File: src/rtl/mac_seq_ctrl_if.sv
// rtl/mac_seq_ctrl_if.sv - job, operand-stream, MAC and result signals of the MAC sequencer
// The slave modport is the sequencer's view; master is the surrounding system's view.
interface mac_seq_ctrl_if #(
   parameter int DATA_WIDTH = 8,
   parameter int OUT_WIDTH  = 32,
   parameter int LEN_WIDTH  = 8
);
   logic                      start;
   logic [LEN_WIDTH-1:0]      len;
   logic [4:0]                shift;
   logic                      relu_en;
   logic                      busy;
   logic                      in_valid;
   logic                      in_ready;
   logic [4*DATA_WIDTH-1:0]   in_a;
   logic [4*DATA_WIDTH-1:0]   in_b;
   logic [4*DATA_WIDTH-1:0]   mac_a;
   logic [4*DATA_WIDTH-1:0]   mac_b;
   logic [OUT_WIDTH-1:0]      mac_result;
   logic                      out_valid;
   logic                      out_ready;
   logic [OUT_WIDTH-1:0]      out_acc;
   logic [DATA_WIDTH-1:0]     out_q;

   modport slave (
      input  start, len, shift, relu_en, in_valid, in_a, in_b, mac_result, out_ready,
      output busy, in_ready, mac_a, mac_b, out_valid, out_acc, out_q
   );

   modport master (
      output start, len, shift, relu_en, in_valid, in_a, in_b, mac_result, out_ready,
      input  busy, in_ready, mac_a, mac_b, out_valid, out_acc, out_q
   );
endinterface

File: src/rtl/mac_seq_ctrl.sv
// rtl/mac_seq_ctrl.sv - dot-product job sequencer and accumulator for the 4-lane MAC
// Streams operand beats into the MAC registers, accumulates, then requantises the sum.
module mac_seq_ctrl #(
   parameter int DATA_WIDTH = 8,
   parameter int OUT_WIDTH  = 32,
   parameter int LEN_WIDTH  = 8
) (
   input  logic           clk,
   input  logic           rst_n,
   mac_seq_ctrl_if.slave  bus
);
   typedef enum logic [1:0] {IDLE, RUN, FLUSH, OUT} state_t;

   localparam logic signed [OUT_WIDTH-1:0] QMAX = (OUT_WIDTH'(1) <<< (DATA_WIDTH - 1)) - OUT_WIDTH'(1);
   localparam logic signed [OUT_WIDTH-1:0] QMIN = ~QMAX;

   state_t                         state;
   logic [LEN_WIDTH-1:0]           len_r;
   logic [LEN_WIDTH-1:0]           cnt;
   logic [4:0]                     shift_r;
   logic                           relu_r;
   logic                           mac_vld;
   logic signed [OUT_WIDTH-1:0]    acc;
   logic signed [OUT_WIDTH-1:0]    acc_next;
   logic                           busy_r;
   logic                           in_ready_r;
   logic                           out_valid_r;
   logic [4*DATA_WIDTH-1:0]        mac_a_r;
   logic [4*DATA_WIDTH-1:0]        mac_b_r;
   logic [OUT_WIDTH-1:0]           out_acc_r;
   logic [DATA_WIDTH-1:0]          out_q_r;

   function automatic logic [DATA_WIDTH-1:0] requant(
      input logic signed [OUT_WIDTH-1:0] s,
      input logic [4:0]                  sh,
      input logic                        rl
   );
      logic signed [OUT_WIDTH-1:0] v;
      logic signed [OUT_WIDTH-1:0] t;
      v = (rl && (s < 0)) ? '0 : s;
      t = v >>> sh;
      if (t > QMAX)
         t = QMAX;
      else if (t < QMIN)
         t = QMIN;
      return t[DATA_WIDTH-1:0];
   endfunction

   always_comb begin
      acc_next = acc;
      if (mac_vld)
         acc_next = acc + $signed(bus.mac_result);
   end

   always_ff @(posedge clk or negedge rst_n) begin
      if (!rst_n) begin
         state       <= IDLE;
         len_r       <= '0;
         cnt         <= '0;
         shift_r     <= '0;
         relu_r      <= 1'b0;
         mac_vld     <= 1'b0;
         acc         <= '0;
         busy_r      <= 1'b0;
         in_ready_r  <= 1'b0;
         out_valid_r <= 1'b0;
         mac_a_r     <= '0;
         mac_b_r     <= '0;
         out_acc_r   <= '0;
         out_q_r     <= '0;
      end else begin
         acc <= acc_next;
         case (state)
            IDLE: begin
               if (bus.start) begin
                  len_r   <= bus.len;
                  shift_r <= bus.shift;
                  relu_r  <= bus.relu_en;
                  acc     <= '0;
                  cnt     <= '0;
                  mac_vld <= 1'b0;
                  busy_r  <= 1'b1;
                  if (bus.len != '0) begin
                     state      <= RUN;
                     in_ready_r <= 1'b1;
                  end else begin
                     state <= FLUSH;
                  end
               end
            end
            RUN: begin
               if (bus.in_valid && in_ready_r) begin
                  mac_a_r <= bus.in_a;
                  mac_b_r <= bus.in_b;
                  mac_vld <= 1'b1;
                  cnt     <= cnt + LEN_WIDTH'(1);
                  if (cnt == len_r - LEN_WIDTH'(1)) begin
                     state      <= FLUSH;
                     in_ready_r <= 1'b0;
                  end
               end else begin
                  mac_vld <= 1'b0;
               end
            end
            // The last beat's product lands in acc on this edge, so the result is taken from acc_next.
            FLUSH: begin
               mac_vld     <= 1'b0;
               out_acc_r   <= acc_next;
               out_q_r     <= requant(acc_next, shift_r, relu_r);
               out_valid_r <= 1'b1;
               state       <= OUT;
            end
            OUT: begin
               if (bus.out_ready) begin
                  out_valid_r <= 1'b0;
                  busy_r      <= 1'b0;
                  state       <= IDLE;
               end
            end
            default: state <= IDLE;
         endcase
      end
   end

   assign bus.busy      = busy_r;
   assign bus.in_ready  = in_ready_r;
   assign bus.out_valid = out_valid_r;
   assign bus.mac_a     = mac_a_r;
   assign bus.mac_b     = mac_b_r;
   assign bus.out_acc   = out_acc_r;
   assign bus.out_q     = out_q_r;
endmodule

File: src/flat_wrapper.sv
// flat-port wrapper written by rule: the top's interface ports become plain ports
module mac_seq_ctrl_flat 
#(
   parameter int DATA_WIDTH = 8,
   parameter int OUT_WIDTH  = 32,
   parameter int LEN_WIDTH  = 8
)
  (clk, rst_n, bus_start, bus_len, bus_shift, bus_relu_en, bus_in_valid, bus_in_a, bus_in_b, bus_mac_result, bus_out_ready, bus_busy, bus_in_ready, bus_mac_a, bus_mac_b, bus_out_valid, bus_out_acc, bus_out_q);
  mac_seq_ctrl_if #(.DATA_WIDTH(DATA_WIDTH), .OUT_WIDTH(OUT_WIDTH), .LEN_WIDTH(LEN_WIDTH)) bus_i ();
  input  logic clk;
  input  logic rst_n;
  input wire logic [$bits(bus_i.start)-1:0] bus_start;
  input wire logic [$bits(bus_i.len)-1:0] bus_len;
  input wire logic [$bits(bus_i.shift)-1:0] bus_shift;
  input wire logic [$bits(bus_i.relu_en)-1:0] bus_relu_en;
  input wire logic [$bits(bus_i.in_valid)-1:0] bus_in_valid;
  input wire logic [$bits(bus_i.in_a)-1:0] bus_in_a;
  input wire logic [$bits(bus_i.in_b)-1:0] bus_in_b;
  input wire logic [$bits(bus_i.mac_result)-1:0] bus_mac_result;
  input wire logic [$bits(bus_i.out_ready)-1:0] bus_out_ready;
  output wire logic [$bits(bus_i.busy)-1:0] bus_busy;
  output wire logic [$bits(bus_i.in_ready)-1:0] bus_in_ready;
  output wire logic [$bits(bus_i.mac_a)-1:0] bus_mac_a;
  output wire logic [$bits(bus_i.mac_b)-1:0] bus_mac_b;
  output wire logic [$bits(bus_i.out_valid)-1:0] bus_out_valid;
  output wire logic [$bits(bus_i.out_acc)-1:0] bus_out_acc;
  output wire logic [$bits(bus_i.out_q)-1:0] bus_out_q;
  assign bus_i.start = bus_start;
  assign bus_i.len = bus_len;
  assign bus_i.shift = bus_shift;
  assign bus_i.relu_en = bus_relu_en;
  assign bus_i.in_valid = bus_in_valid;
  assign bus_i.in_a = bus_in_a;
  assign bus_i.in_b = bus_in_b;
  assign bus_i.mac_result = bus_mac_result;
  assign bus_i.out_ready = bus_out_ready;
  assign bus_busy = bus_i.busy;
  assign bus_in_ready = bus_i.in_ready;
  assign bus_mac_a = bus_i.mac_a;
  assign bus_mac_b = bus_i.mac_b;
  assign bus_out_valid = bus_i.out_valid;
  assign bus_out_acc = bus_i.out_acc;
  assign bus_out_q = bus_i.out_q;
  mac_seq_ctrl #(.DATA_WIDTH(DATA_WIDTH), .OUT_WIDTH(OUT_WIDTH), .LEN_WIDTH(LEN_WIDTH)) u_core (.clk(clk), .rst_n(rst_n), .bus(bus_i));
endmodule
File: config.mk
export PLATFORM = sky130hd
export DESIGN_NAME = mac_seq_ctrl_flat
export DESIGN_NICKNAME = d
export VERILOG_FILES = /design/src/rtl/mac_seq_ctrl_if.sv /design/src/rtl/mac_seq_ctrl.sv /design/src/flat_wrapper.sv
export SDC_FILE = /design/constraint.sdc
export NUM_CORES = 1
export LEC_CHECK = 0
export CORE_ASPECT_RATIO = 1.4
export CORE_MARGIN = 1
export CORE_UTILIZATION = 50
export DETAILED_ROUTE_END_ITERATION = 16
export PLACE_DENSITY_LB_ADDON = 0.3
export SYNTH_ARGS = -nofsm -noshare
export SYNTH_HDL_FRONTEND = slang
export SYNTH_SLANG_ARGS = --single-unit
export TNS_END_PERCENT = 10
File: constraint.sdc
create_clock -name clk -period 6.8 [get_ports clk]
set_input_delay 0.68 -clock clk [delete_from_list [all_inputs] [get_ports clk]]
set_output_delay 0.68 -clock clk [all_outputs]
set_load 0.005 [all_outputs]
# Word-level counts from Yosys, hierarchy flattened
# Index checks and enable logic that the tools add are counted.
[word_totals]
register_bits = 164
inputBits = 115
out_inout_bits = 107
elab_cells = 73
[op_classes]
add_sub_neg = 3
magnitude_cmp = 3
n_eq_ne = 9
shift = 1
n_mux = 27
n_reduce_logical = 16
[op_table]
columns = ["op", "n"]
rows = [
  ["$mux W32", 4],
  ["$add A32 B32 Y32", 1],
  ["$gt A32 B8 Y1 const B", 1],
  ["$lt A32 B1 Y1 const B", 1],
  ["$lt A32 B8 Y1 const B", 1],
  ["$mux W8", 4],
  ["$sshr A32 B5 Y32", 1],
  ["$pmux W8 S2", 1],
  ["$mux W2", 5],
  ["$add A8 B1 Y8 const B", 1],
  ["$eq A8 B8 Y1", 1],
  ["$mux W1", 8],
  ["$pmux W2 S4", 1],
  ["$reduce_and A2 Y1", 4],
  ["$reduce_bool A8 Y1", 1],
  ["$sub A8 B1 Y8 const B", 1],
  ["$ne A2 B1 Y1 const B", 3],
  ["$pmux W1 S2", 3],
  ["$reduce_and A3 Y1", 2],
  ["$reduce_bool A2 Y1", 3],
  ["$reduce_and A5 Y1", 1],
  ["$eq A2 B2 Y1 const B", 2],
  ["$ne A2 B2 Y1 const B", 2],
  ["$reduce_and A4 Y1", 1],
  ["5 further kinds", 6],
]

# Longest topological paths before layout
[depth]
word_depth = 9
ltp_mapped = 17
mapped_depth_nobuf = 15

# Least setup slack after synthesis
# OpenSTA, ideal clock, no wires.
[synth_path]
path_type = "input -> register"
startpoint = "input bus_mac_result[0]"
endpoint = "register u_core.out_q_r[6], in the netlist u_core.bus.out_q[6]"
setup_time_ns = 0.142
t_arrival_ns = 4.530
required_time_ns = 6.658
slack_ns = 2.127
path_stages = 15
path_buffers = 0
path_cell_list = "ha_1 fa_1 a21o_1 a221o_1 a211oi_4 a2111oi_1 a311o_1 nor3_2 mux2i_1 a2111oi_2 o21ba_2 a2111oi_4 o2111ai_1 o31ai_4 o32ai_1"
[synth_between]
elab_chain_len = 9
word_cells_on_any_way = 10
cone_classes = "1 x add/sub; 3 x order compare; 1 x shift; 4 x mux; 1 x reduce/logical"
[synth_rtl]
columns = ["item", "line_no", "rtl"]
rows = [
  ["from (decl)", "flat_wrapper.sv:19", "input wire logic [$bits(bus_i.mac_result)-1:0] bus_mac_result;"],
  ["$add A32 B32 Y32 (*)", "mac_seq_ctrl.sv:52", "acc_next = acc + $signed(bus.mac_result);"],
  ["$mux W32 (*)", "mac_seq_ctrl.sv:51", "if (mac_vld)"],
  ["$lt A32 B1 Y1", "mac_seq_ctrl.sv:40", "v = (rl && (s < 0)) ? '0 : s;"],
  ["$logic_and A1 B1 Y1", "mac_seq_ctrl.sv:40", ""],
  ["$mux W32 (*)", "mac_seq_ctrl.sv:40", ""],
  ["$sshr A32 B5 Y32 (*)", "mac_seq_ctrl.sv:41", "t = v >>> sh;"],
  ["$lt A32 B8 Y1", "mac_seq_ctrl.sv:44", "else if (t < QMIN)"],
  ["$mux W8", "mac_seq_ctrl.sv:44", ""],
  ["$mux W8 (*)", "mac_seq_ctrl.sv:42", "if (t > QMAX)"],
  ["to (signal assigned)", "mac_seq_ctrl.sv:109", "out_q_r <= requant(acc_next, shift_r, relu_r);"],
  ["to (decl)", "mac_seq_ctrl.sv:31", "logic [DATA_WIDTH-1:0] out_q_r;"],
]
# Mark *: on every way between the ends. The rest lies on a longest branch, timed or not.
# A chain may end at the register's enable or synchronous reset.

# Worst setup path in the final report
# Same ends and word-level chain as after synthesis.

==> results.txt <==
Outcome = finished, final reports clean
RePlAce Congestion = 1.01
Post-route DRC = 0
Leading area contributor after synthesis = dfrtp_1
EDFF count, synth = 0
R2R Setup Slk = 1.64 ns
Max VDD drop = 285 µV
Max Cap Viol = 0
Setup TNS = 0 ns
Most instantiated library cell after synthesis = dfrtp_1
Critical path, cell by cell = clkdlybuf4s50_1, ha_1, fa_1, a21o_1, a221oi_2, a2bb2oi_1, or3_1, a31oi_1, o22ai_1, mux2i_1, a2111oi_2, o21ba_2, a2111oi_4, o2111ai_1, o31ai_4, o32ai_1
Gr ovfl total = 0
Warnings from Yosys = 0
Post-synth top cells = dfrtp_1 (164), nor2_1 (161), nand2_1 (113)
Final Cycle Share = 0.802
Num CTS Buffers = 17
Slowest CP cell = a221oi_2
Setup crit start kind = input pin
Total track usage = 0.338
# H-tree levels = 4
Top cell type's share of synthesized area = 0.338
Largest cells by area after synthesis = dfrtp_1 (34%), mux2_2 (7.2%), nor2_1 (5.0%), mux2i_1 (4.5%), a21oi_1 (4.5%)
Top Family by Delay on Critical Path = compound AO/OA/AOI/OAI gates
Worst R2R End = u_core.bus.out_q[6]$_DFFE_PN0P_
Row count = 67
Endpoint class of the critical path = register
Setup bufs post-CTS = 0
Critical R2R Launch = u_core.acc[21]$_DFF_PN0_
Syn_area_per_cell = 8.79 µm²
CTS hold repair buffers = 0
Initial Util = 0.508
Initial DRC Count = 875
Drt wl/cell = 22.3 µm
Leakage = 6.13 nW
Area delta synth->final = 24.6%
Sequential share of the synthesized area = 0.338
Synthesized area = 12,100 µm²
Setup CP Type = in -> reg
Final Hold Viols = 0
Prevailing post-synth register cell = dfrtp_1
Clock-pin slew of the registers on the worst-case setup and hold paths = 0.07 ns
Slew headroom = 0.271
I/O pins = 222
Core area = 23,900 µm²
Via density = 6.38
Worst hold path class = in -> async
Worst path depth = 16
First-pass GRT wire length = 65,600 µm
Data required time of the critical path = 7.10 ns
Logic gate share of total power = 0.656
Share of post-route cells with drive strength above 1 = 0.110
Unrepaired setup endpoints after global routing = false
Synthesized Nets = 1,535
Setup-failing EPs final = 0
Worst slew pin tran = 1.09 ns
Synth Instances = 1,380
Switching Power = 3.81 mW
Fmax = 183 MHz
Number of port buffers = 221
Sequential Power Share = 0.221
Slew Viols, Final = 0
Post-synth cell types = 89
Die area = 24,900 µm²
First drt pass iteration count = 5
CP Buf/Inv Count = 1
Worst-skew pair later-pin latency = 0.44 ns
Power density over the cells = 532 nW/µm²
Vias post-DR = 11.9k
Initial antenna violation count = 0
Async SR Flop Fraction = 1.00
DIE WIDTH = 134 µm
Switching fraction of total power = 0.474
CTS Root Cell = clkbuf_16
Clk_skew = 0.0132 ns
Die Ht = 186 µm
CP max FO = 7
Yosys reg bits = 164
CP peak stage delay = 0.55 ns
Vias in the first global route = 12.3k
Post-DP HPWL = 31,300 µm
Crit path time final = 5.45 ns
R2R depth = 14
CTS tree = done
Pint = 4.23 mW
Drt total wl = 41,600 µm
Clock power frac = 0.123
Antenna-violating nets left = 0
CTS Buffer Depth = 2
CP arrival = 5.75 ns
Pin count of the biggest net entering global routing = 77
Total power = 8.04 mW
Number of diodes = 0
Sink Count = 164
Final net count = 1,702
Post-CTS resize count = 0
==> layer usage <==
metal | global-route usage | routed length (µm) | vias up
li1 | - | - | 5535
met1 | 0.384 | 15900 | 5696
met4 | 0.196 | 2200 | 0
met2 | 0.577 | 20500 | 567
met3 | 0.0753 | 3020 | 132
met5 | 0 | 0 | -
==> cells in the final DEF (no fill, tap or decap), types with 11 or more instances in the layout <==
cell / instances
a211oi_1: 25
a21o_1: 11
a21oi_1: 108
a31oi_1: 15
and2_1: 12
and3_1: 18
and4_1: 11
buf_4: 25
clkbuf_16: 17
clkdlybuf4s50_1: 220
dfrtp_1: 163
ha_1: 38
inv_1: 23
mux2_2: 78
mux2i_1: 55
nand2_1: 113
nand3_1: 30
nand4_1: 30
nor2_1: 161
nor3_1: 38
o211ai_1: 17
o21a_1: 13
o21ai_0: 59
o22ai_1: 13
o32ai_1: 11
or3_1: 11
xnor2_1: 26
xor2_1: 15
==> state kept, by name, indices dropped and copies added, names as in the netlist <==
| name | flops |
|---|---|
| u_core.acc | 32 |
| u_core.bus.mac_a | 32 |
| u_core.bus.mac_b | 32 |
| u_core.bus.out_acc | 32 |
| u_core.bus.out_q | 8 |
| u_core.cnt | 8 |
| u_core.len_r | 8 |
| u_core.shift_r | 5 |
| u_core.state | 2 |
| u_core.bus.busy | 1 |
| u_core.bus.in_ready | 1 |
| u_core.bus.out_valid | 1 |
| u_core.mac_vld | 1 |
| u_core.relu_r | 1 |
==> layout make-up <==
class                   instances  area [µm²]
clock buffers                  19         443
clock inverters                12         146
fillers                      2059        8770
inverters                      25        93.8
multi-input cells            1093        7540
flip-flops and latches        164        4110
well taps                     310         388
repair buffers                246        2400
==> logic make-up after synthesis <==
family                   synth area share
buffers and inverters              0.0410
AO/OA/AOI/OAI                       0.236
flip-flops                          0.338
XOR/XNOR                           0.0296
AND/OR/NAND/NOR                     0.180
adder cells (fa/ha/maj)            0.0419
multiplexers                        0.133
==> worst max-delay path by stage <==
stage / start / to / slack, ns
2_1_floorplan: bus_mac_result[0] / u_core.bus.out_q[6]$_DFFE_PN0P_ / 2.13
3_3_place_gp: bus_mac_result[0] / u_core.bus.out_q[6]$_DFFE_PN0P_ / 1.13
3_5_place_dp: bus_mac_result[0] / u_core.bus.out_q[6]$_DFFE_PN0P_ / 1.03
4_1_cts: bus_mac_result[0] / u_core.bus.out_q[6]$_DFFE_PN0P_ / 1.45
5_1_grt: bus_mac_result[0] / u_core.bus.out_q[6]$_DFFE_PN0P_ / 1.07
6_report: bus_mac_result[0] / u_core.bus.out_q[6]$_DFFE_PN0P_ / 1.35
==> power groups by stage <==
| stage | clock network, mW | logic, mW | registers, mW |
|---|---|---|---|
| after floorplan | 0 | 3.35 | 1.71 |
| after global placement | 0 | 5.14 | 1.77 |
| after detailed placement | 0 | 5.17 | 1.79 |
| after CTS | 1.01 | 5.21 | 1.78 |
| after global routing | 1.04 | 5.71 | 1.83 |
| final | 0.988 | 5.28 | 1.78 |
==> per-stage QoR <==
stage / area (µm²) / hold WS, ns / util / cells / setup slack, ns
after floorplan: 12100 / 0.384 / - / 1380 / 2.13
after global placement: 14500 / 0.484 / 0.608 / 1838 / 1.13
after detailed placement: 14500 / 0.493 / 0.608 / 1838 / 1.03
after CTS: 15100 / 0.287 / 0.633 / 1869 / 1.45
after global routing: 15100 / 0.318 / 0.633 / 1869 / 1.07
final: 15100 / 0.267 / 0.633 / 1869 / 1.35
==> worst reg2reg max path, cell delays in order (launching register included) <==
cell and delay (ns):
dfrtp_1 0.49, ha_1 0.48, a21oi_1 0.40, o21ai_1 0.30, a211oi_4 0.49, a2111oi_1 0.17, a311o_1 0.39, nor3_2 0.31
mux2i_1 0.16, a2111oi_2 0.46, o21ba_2 0.24, a2111oi_4 0.34, o2111ai_1 0.22, o31ai_4 0.43, o32ai_1 0.15
No activity file was read; power rests on OpenSTA's default activity.
